===== config.mk =====
export PLATFORM = sky130hd
export DESIGN_NAME = rf_wb_arbiter
export DESIGN_NICKNAME = d
export VERILOG_FILES = /design/src/rtl/rf_wb_arbiter.sv
export SDC_FILE = /design/constraint.sdc
export NUM_CORES = 1
export LEC_CHECK = 0
export BUFFER_PORTS_ARGS = -buffer_cell sky130_fd_sc_hd__buf_2
export CAP_MARGIN = 20
export CORE_ASPECT_RATIO = 1.25
export CORE_UTILIZATION = 37
export DETAILED_ROUTE_END_ITERATION = 6
export GPL_ROUTABILITY_DRIVEN = 1
export PLACE_DENSITY_LB_ADDON = 0.12
export SLEW_MARGIN = 20
export SYNTH_ARGS = -nofsm -noshare
export SYNTH_HDL_FRONTEND = slang
export SYNTH_SLANG_ARGS = --single-unit

===== constraint.sdc =====
create_clock -name clk -period 3.8 [get_ports clk]
set_input_delay 1.14 -clock clk [delete_from_list [all_inputs] [get_ports clk]]
set_output_delay 1.14 -clock clk [all_outputs]
set_load 0.005 [all_outputs]

===== src/rtl/rf_wb_arbiter.sv =====
// Register-file write-port arbiter: the pipeline write-back stage has priority, and a small
// FIFO of secondary writes drains into idle port cycles, with a starvation-forced stall.
module rf_wb_arbiter #(
  parameter int unsigned DEPTH    = 2,
  parameter int unsigned MAX_WAIT = 4
) (
  input  logic                     clk,
  input  logic                     rst,
  input  logic                     wb_en,
  input  logic [3:0]               wb_dest,
  input  logic [31:0]              wb_value,
  input  logic                     sec_valid,
  input  logic [3:0]               sec_dest,
  input  logic [31:0]              sec_value,
  output logic                     sec_ready,
  output logic                     rf_we,
  output logic [3:0]               rf_dest,
  output logic [31:0]              rf_data,
  output logic                     stall_pipe,
  input  logic [3:0]               src1,
  input  logic [3:0]               src2,
  output logic                     pend_hit1,
  output logic                     pend_hit2,
  output logic [$clog2(DEPTH):0]   sec_count
);

  localparam int unsigned AW = $clog2(DEPTH);
  localparam int unsigned CW = AW + 1;
  localparam int unsigned WW = $clog2(MAX_WAIT + 1);

  logic [3:0]       dest_q  [DEPTH];
  logic [31:0]      value_q [DEPTH];
  logic [DEPTH-1:0] valid_q;
  logic [AW-1:0]    wr_ptr_q, rd_ptr_q;
  logic [CW-1:0]    count_q, count_d;
  logic [WW-1:0]    wait_q, wait_d;

  logic empty, full, push, pop, grant_pri;

  assign empty      = (count_q == '0);
  assign full       = (count_q == CW'(DEPTH));
  assign sec_ready  = !full;
  assign push       = sec_valid && !full;
  assign stall_pipe = (wait_q == WW'(MAX_WAIT));
  assign grant_pri  = wb_en && !stall_pipe;
  assign pop        = !grant_pri && !empty;
  assign sec_count  = count_q;

  always_comb begin
    rf_we   = 1'b0;
    rf_dest = '0;
    rf_data = '0;
    if (grant_pri) begin
      rf_we   = 1'b1;
      rf_dest = wb_dest;
      rf_data = wb_value;
    end else if (pop) begin
      rf_we   = 1'b1;
      rf_dest = dest_q[rd_ptr_q];
      rf_data = value_q[rd_ptr_q];
    end
  end

  always_comb begin
    pend_hit1 = 1'b0;
    pend_hit2 = 1'b0;
    for (int i = 0; i < int'(DEPTH); i++) begin
      if (valid_q[i] && dest_q[i] == src1) pend_hit1 = 1'b1;
      if (valid_q[i] && dest_q[i] == src2) pend_hit2 = 1'b1;
    end
  end

  always_comb begin
    count_d = count_q;
    unique case ({push, pop})
      2'b10:   count_d = count_q + CW'(1);
      2'b01:   count_d = count_q - CW'(1);
      default: count_d = count_q;
    endcase
  end

  // Only a head that was present and passed over this cycle ages the counter.
  always_comb begin
    wait_d = wait_q;
    if (pop || count_d == '0) begin
      wait_d = '0;
    end else if (!empty && !stall_pipe) begin
      wait_d = wait_q + WW'(1);
    end
  end

  always_ff @(posedge clk or posedge rst) begin
    if (rst) begin
      wr_ptr_q <= '0;
      rd_ptr_q <= '0;
      count_q  <= '0;
      wait_q   <= '0;
      valid_q  <= '0;
    end else begin
      count_q <= count_d;
      wait_q  <= wait_d;
      if (push) begin
        wr_ptr_q          <= wr_ptr_q + AW'(1);
        valid_q[wr_ptr_q] <= 1'b1;
      end
      if (pop) begin
        rd_ptr_q          <= rd_ptr_q + AW'(1);
        valid_q[rd_ptr_q] <= 1'b0;
      end
    end
  end

  // Payload storage needs no reset; validity is tracked by valid_q and count_q.
  always_ff @(posedge clk) begin
    if (push) begin
      dest_q[wr_ptr_q]  <= sec_dest;
      value_q[wr_ptr_q] <= sec_value;
    end
  end

endmodule


## Yosys cells after proc, flatten, opt, wreduce, memory -nomap -nowiden

Memory sizes are Yosys's and may differ from the RTL's.
Cells that the tools add are included.

- Word-level logic and storage cells: 66
- RAM bits: 72
- Output and inout bits: 43
- Latch bits: 0
- Memories kept: 2
- Bits of input ports: 84
- Register bits: 9
- ROM bits: 0

Memory list:

| memory | words | bits a word | read ports | clocked after memory_dff | write ports | RTL line | text |
|---|---|---|---|---|---|---|---|
| value_q | 2 | 32 | 1 | 0 | 1 | 32 | `logic [31:0] value_q [DEPTH];` |
| dest_q | 2 | 4 | 3 | 0 | 1 | 31 | `logic [3:0] dest_q [DEPTH];` |

- Reductions and logical operators: 18
- Shift-type cells: 0
- Add/subtract/negate cells: 5
- Magnitude comparators: 4
- Multipliers: 0
- Bitwise logic cells: 3
- Divide/modulo/power cells: 0
- Equality and inequality tests: 8
- Mux-type cells: 21

Operators with widths:

| cell | number |
|---|---|
| $mux W32 | 2 |
| $eq A4 B4 Y1 | 4 |
| $logic_and A1 B1 Y1 | 10 |
| $mux W1 | 10 |
| $mux W4 | 2 |
| $mux W3 | 2 |
| $eq A2 B2 Y1 const B | 2 |
| $logic_not A1 Y1 | 4 |
| $logic_not A2 Y1 | 2 |
| $lt A1 B2 Y1 const B | 2 |
| $mux W2 | 2 |
| $pmux W2 S2 | 1 |
| $add A3 B1 Y3 const B | 1 |
| $eq A3 B3 Y1 const B | 1 |
| $add A1 B1 Y1 const B | 2 |
| $add A2 B1 Y2 const B | 1 |
| $and A2 B2 Y2 | 1 |
| $demux W1 S1 | 2 |
| $eq A2 B1 Y1 const B | 1 |
| $ge A1 B1 Y1 const B | 2 |
| $not A2 Y2 | 1 |
| $or A2 B2 Y2 | 1 |
| $reduce_bool A2 Y1 | 1 |
| $sub A2 B1 Y2 const B | 1 |
| $logic_or A1 B1 Y1 | 1 |

## Logic depth before layout (Yosys ltp)

- Depth after elaboration: 10
- Mapped depth: 11
- Mapped depth without buffers: 10

## Worst setup path before layout

No wires, ideal clock.

- Path kind: input to register
- From: input sec_valid
- To: memory dest_q[0][0], enable pin
- Stages on the path: 2
- Setup slack: 0.585 ns
- Buffers on the path: 0
- Setup time: 0.431 ns
- Data required time: 3.369 ns
- Arrival time: 2.784 ns
- Cells stage by stage: nand2_1 -> nor2_1

- Cells in the longest elaborated chain, start to end: 3

Ends and longest elaborated chain:

| what | RTL line | text |
|---|---|---|
| start, declared | 12 | `input logic sec_valid,` |
| $logic_and A1 B1 Y1 | 43 | `assign push = sec_valid && !full;` |
| $mux W1 | 115 | `if (push) begin` |
| $mux W1 (not written as such) | 116 | `dest_q[wr_ptr_q] <= sec_dest;` |
| end, declared | 31 |  |

Every way passes these cells.

## Worst setup path after layout

- From: input wb_en
- To: output rf_data[5]

- Cells in the longest elaborated chain, start to end: 5

Ends and longest elaborated chain:

| what | RTL line | text |
|---|---|---|
| start, declared | 9 | `input logic wb_en,` |
| $logic_and A1 B1 Y1 * | 45 | `assign grant_pri = wb_en && !stall_pipe;` |
| $logic_not A1 Y1 | 46 | `assign pop = !grant_pri && !empty;` |
| $logic_and A1 B1 Y1 | 46 |  |
| $mux W32 | 57 | `end else if (pop) begin` |
| $mux W32 * | 53 | `if (grant_pri) begin` |
| end, declared | 18 | `output logic [31:0] rf_data,` |

Mark *: on every way between the ends. The rest lies on a longest branch, timed or not.

==> flow_results.org <==
** Power and ir drop
- IR analysis of the VDD net gives a maximum drop of 0.298 mV.
- Power density over cell area :: 696 mW/mm^2
- Leak Pwr :: 2.04 nW

** Timing
- Setup violations remaining at the end of the flow were counted as 0.
- Clock skew on the completed layout was measured at 0.00649 ns.
- Final clock period utilization by the worst path :: 0.877
- The worst path meets setup with 0.468 ns of slack.
- For the pin with the worst max-slew slack, the measured transition is 0.947 ns.
- Fmax :: 300 MHz
- In this run the tightest slew margin relative to its limit is 0.368.
- Setup total negative slack on the finished layout was measured at 0 ns.
- Setup repair after global routing left no endpoint under its margin.
- Post-layout minimum cycle time :: 3.33 ns
- Max Slew Vio Count :: 0
- Final Hold Fails :: 0

** Global routing
- Total congestion overflow after global routing :: 0
- The via count of the first global-routing pass was 2346.
- The first global-routing pass estimated 11.5 mm of wire.
- In the global route stage, overall resource usage came out at 0.150.
- The initial antenna violation count came to 0.
- Entering global routing, the biggest net connects 40 pins.

** Final layout
- Number of diodes :: 0
- Fraction of final layout cells with drive strength greater than 1 :: 0.378
- For this run, the post-layout net count is 483.
- Counting the fill cells in the layout gives 863.
- Most frequent cells in the layout :: sky130_fd_sc_hd__buf_2 (126), sky130_fd_sc_hd__edfxtp_1 (72), sky130_fd_sc_hd__nand2_1 (39)
- Post-layout utilization of the core :: 0.506
- Leaving out fill and tap cells, the most frequent cell in the layout is sky130_fd_sc_hd__buf_2.
- After routing the design area is 0.00471 mm^2.
- The finished layout holds 522 standard cells, fillers aside.
- Area delta synth->final :: 30.4%

** Detailed routing
- DR vias :: 2458
- Dividing the detail-routed wire length by the instance count gives 13.9 um.
- Final routed DRC violation total :: 0
- Via density per instance :: 4.71
- The count of nets left with antenna violations once routing finished came out at 0.
- Number of optimization iterations in the first detailed-route pass :: 4
- For this block, the initial DRC count from the detailed router was 91.
- Total wire length :: 7.26 mm

** Place
- During placement, the flow inserted port buffers numbering 126.
- Placed Cells incl. Taps :: 508
- Detailed Place HPWL :: 4.92 mm
- DP Worst Slack :: 0.430 ns
- Final GP Congestion :: 0.813
- Cell area reported after detailed placement :: 0.00439 mm^2

** Yosys
- Area of the mapped netlist :: 0.00361 mm^2
- Counting distinct cell types in the post-synthesis netlist gives 37.
- Post-Syn Area per Cell :: 13.4 um^2
- During synthesis, Yosys emitted a total of 0 warnings.
- Cell accounting for the most synthesized area :: sky130_fd_sc_hd__edfxtp_1
- Syn_nets :: 356
- Yosys top cell area share :: 0.598
- Post-synthesis sequential area ratio :: 0.660
- Flop and latch count out of synthesis :: 81
- Ranked by total cell area, the synthesized netlist is headed by sky130_fd_sc_hd__edfxtp_1 (60%), sky130_fd_sc_hd__mux2i_1 (10%), sky130_fd_sc_hd__dfrtp_1 (6.2%).
- Count of mapped cells out of synthesis :: 269

** CTS
- The tree built by TritonCTS fans out to 81 sinks.
- The later pin in the worst-skew pair is clocked with a latency of 0.32 ns.
- In this run, post-CTS hold repair placed 0 buffers.
- Clock root buffer :: sky130_fd_sc_hd__clkbuf_16
- Number of gates given a new drive strength after cts :: 0
- TritonCTS Buffers :: 9
- CTS tree :: yes
- Buffers inserted by post-CTS timing repair :: 0
- Number of H-tree branching levels :: 3
- Deepest clock path buffer count :: 2
- Clock-pin slew was measured on the worst setup and hold paths at 0.05 ns.

** Floorplan
- In this run the horizontal extent of the chip is 90.4 um.
- I/O pins :: 127
- The floorplan has 39 rows.
- The die is 113 um tall.
- Die outline area :: 0.0102 mm^2
- Placeable core region :: 0.00932 mm^2
- Initial Util :: 0.388

** Flow run
- Max-cap violations in this run came to 0.

** Setup path
- The worst setup path is captured at a primary output.
- Among the stages of the critical path, the cell type that occurs most often is sky130_fd_sc_hd__buf_2.
- Critical Setup Path Class :: primary input to primary output
- Data arrives at the worst endpoint at 2.19 ns.
- CP max stage cell :: sky130_fd_sc_hd__or2_4
- The critical path goes through buf_2 -> a21boi_4 -> or2_4 -> o21ai_0 -> buf_2.
- STA classifies the critical path startpoint as a primary input.
- For this run, the slowest stage of the critical path takes 0.39 ns.
- Required time reported for the critical path endpoint :: 2.66 ns
- Together, buffers and inverters on the worst path number 2.
- Crit path depth :: 5
- The kind of cell with the highest combined delay along the critical path is compound AO/OA/AOI/OAI gates.
- In this run the worst path has a maximum fanout of 39.
- Measured in cells, the most critical reg-to-reg path has a length of 10.

** Min path
- The tightest min-delay check is of the flip-flop to flip-flop type.
- Cells on Worst Hold Path :: 1

** Status
- Run status :: finished clean
## synthesized netlist by cell type
library cell and n:
sky130_fd_sc_hd__a21boi_1 1, sky130_fd_sc_hd__a21o_1 1, sky130_fd_sc_hd__a21oi_1 1, sky130_fd_sc_hd__a222oi_1 1, sky130_fd_sc_hd__a2bb2oi_1 1, sky130_fd_sc_hd__and2_1 1, sky130_fd_sc_hd__and3_1 1, sky130_fd_sc_hd__buf_1 1
sky130_fd_sc_hd__buf_2 4, sky130_fd_sc_hd__buf_4 2, sky130_fd_sc_hd__buf_6 1, sky130_fd_sc_hd__buf_8 1, sky130_fd_sc_hd__clkbuf_1 5, sky130_fd_sc_hd__dfrtp_1 9, sky130_fd_sc_hd__edfxtp_1 72, sky130_fd_sc_hd__ha_1 3
sky130_fd_sc_hd__inv_1 6, sky130_fd_sc_hd__inv_4 1, sky130_fd_sc_hd__mux2_2 1, sky130_fd_sc_hd__mux2i_1 37, sky130_fd_sc_hd__nand2_1 39, sky130_fd_sc_hd__nand2b_1 2, sky130_fd_sc_hd__nand3_1 2, sky130_fd_sc_hd__nand3b_1 1
sky130_fd_sc_hd__nor2_1 7, sky130_fd_sc_hd__nor2_4 1, sky130_fd_sc_hd__nor3_1 3, sky130_fd_sc_hd__nor4_1 1, sky130_fd_sc_hd__nor4bb_1 1, sky130_fd_sc_hd__o21ai_0 38, sky130_fd_sc_hd__o22a_1 1, sky130_fd_sc_hd__o22ai_1 1
sky130_fd_sc_hd__or2_4 1, sky130_fd_sc_hd__or2b_1 1, sky130_fd_sc_hd__or3_4 1, sky130_fd_sc_hd__xnor2_1 8, sky130_fd_sc_hd__xor2_1 11
## layout make-up
type | instances | area [um^2] | share of cell area
flip-flops and latches | 81 | 2390 | 0.507
clock inverters | 4 | 93.8 | 0.0199
multi-input cells | 167 | 1130 | 0.241
repair buffers | 130 | 686 | 0.145
well taps | 123 | 154 | 0.0326
clock buffers | 10 | 229 | 0.0486
inverters | 7 | 28.8 | 0.00610
## final timing paths
| kind | startpoint | end | slack (ns) |
|---|---|---|---|
| setup reg to reg | wait_q[0]$_DFFE_PP0P_ | wait_q[0]$_DFFE_PP0P_ | 1.30 |
| setup / recovery | wb_en | rf_data[5] | 0.47 |
| hold / removal | valid_q[0]$_DFF_PP0_ | valid_q[0]$_DFF_PP0_ | 0.54 |
| hold reg to reg | valid_q[0]$_DFF_PP0_ | valid_q[0]$_DFF_PP0_ | 0.54 |
| min in group asynchronous | rst | wait_q[2]$_DFFE_PP0P_ | 0.78 |
| max in group asynchronous | rst | rd_ptr_q$_DFFE_PP0P_ | 2.73 |
## cell families after synthesis
family                     count (synthesis)  synth area share
and+or+nand+nor                           62            0.0789
xor gates and xnor gates                  19            0.0460
muxes                                     38             0.106
buffers and inverters                     21            0.0312
DFF                                       81             0.660
adders and majority gates                  3            0.0104
AOI/OAI and AO/OA                         45            0.0675
## per-stage QoR
stage               hold slack (ns)  total power [mW]
global placement              0.517              2.38
global route                  0.554              3.48
detailed placement            0.523              2.39
CTS                           0.535              3.33
finish                        0.539              3.28
floorplan                     0.461              2.02
## state kept, by name, indices dropped and copies added, names as in the netlist
register	count
dest_q	8
rd_ptr_q	1
sec_count	2
valid_q	2
value_q	64
wait_q	3
wr_ptr_q	1
## routing by layer
layer  wire length, um  vias up  GRT usage
li1                  -     1225          -
met1              2980     1151      0.173
met2              3870       74      0.266
met3               321        8     0.0379
met4                94        0     0.0581
met5                 0        -          0
## power by group
| group | switching (mW) | internal, mW |
|---|---|---|
| clock network | 0.303 | 0.632 |
| registers | 0.150 | 1.23 |
| logic | 0.504 | 0.463 |
| total | 0.958 | 2.32 |
Note: power is estimated with default switching activity, not from simulation.
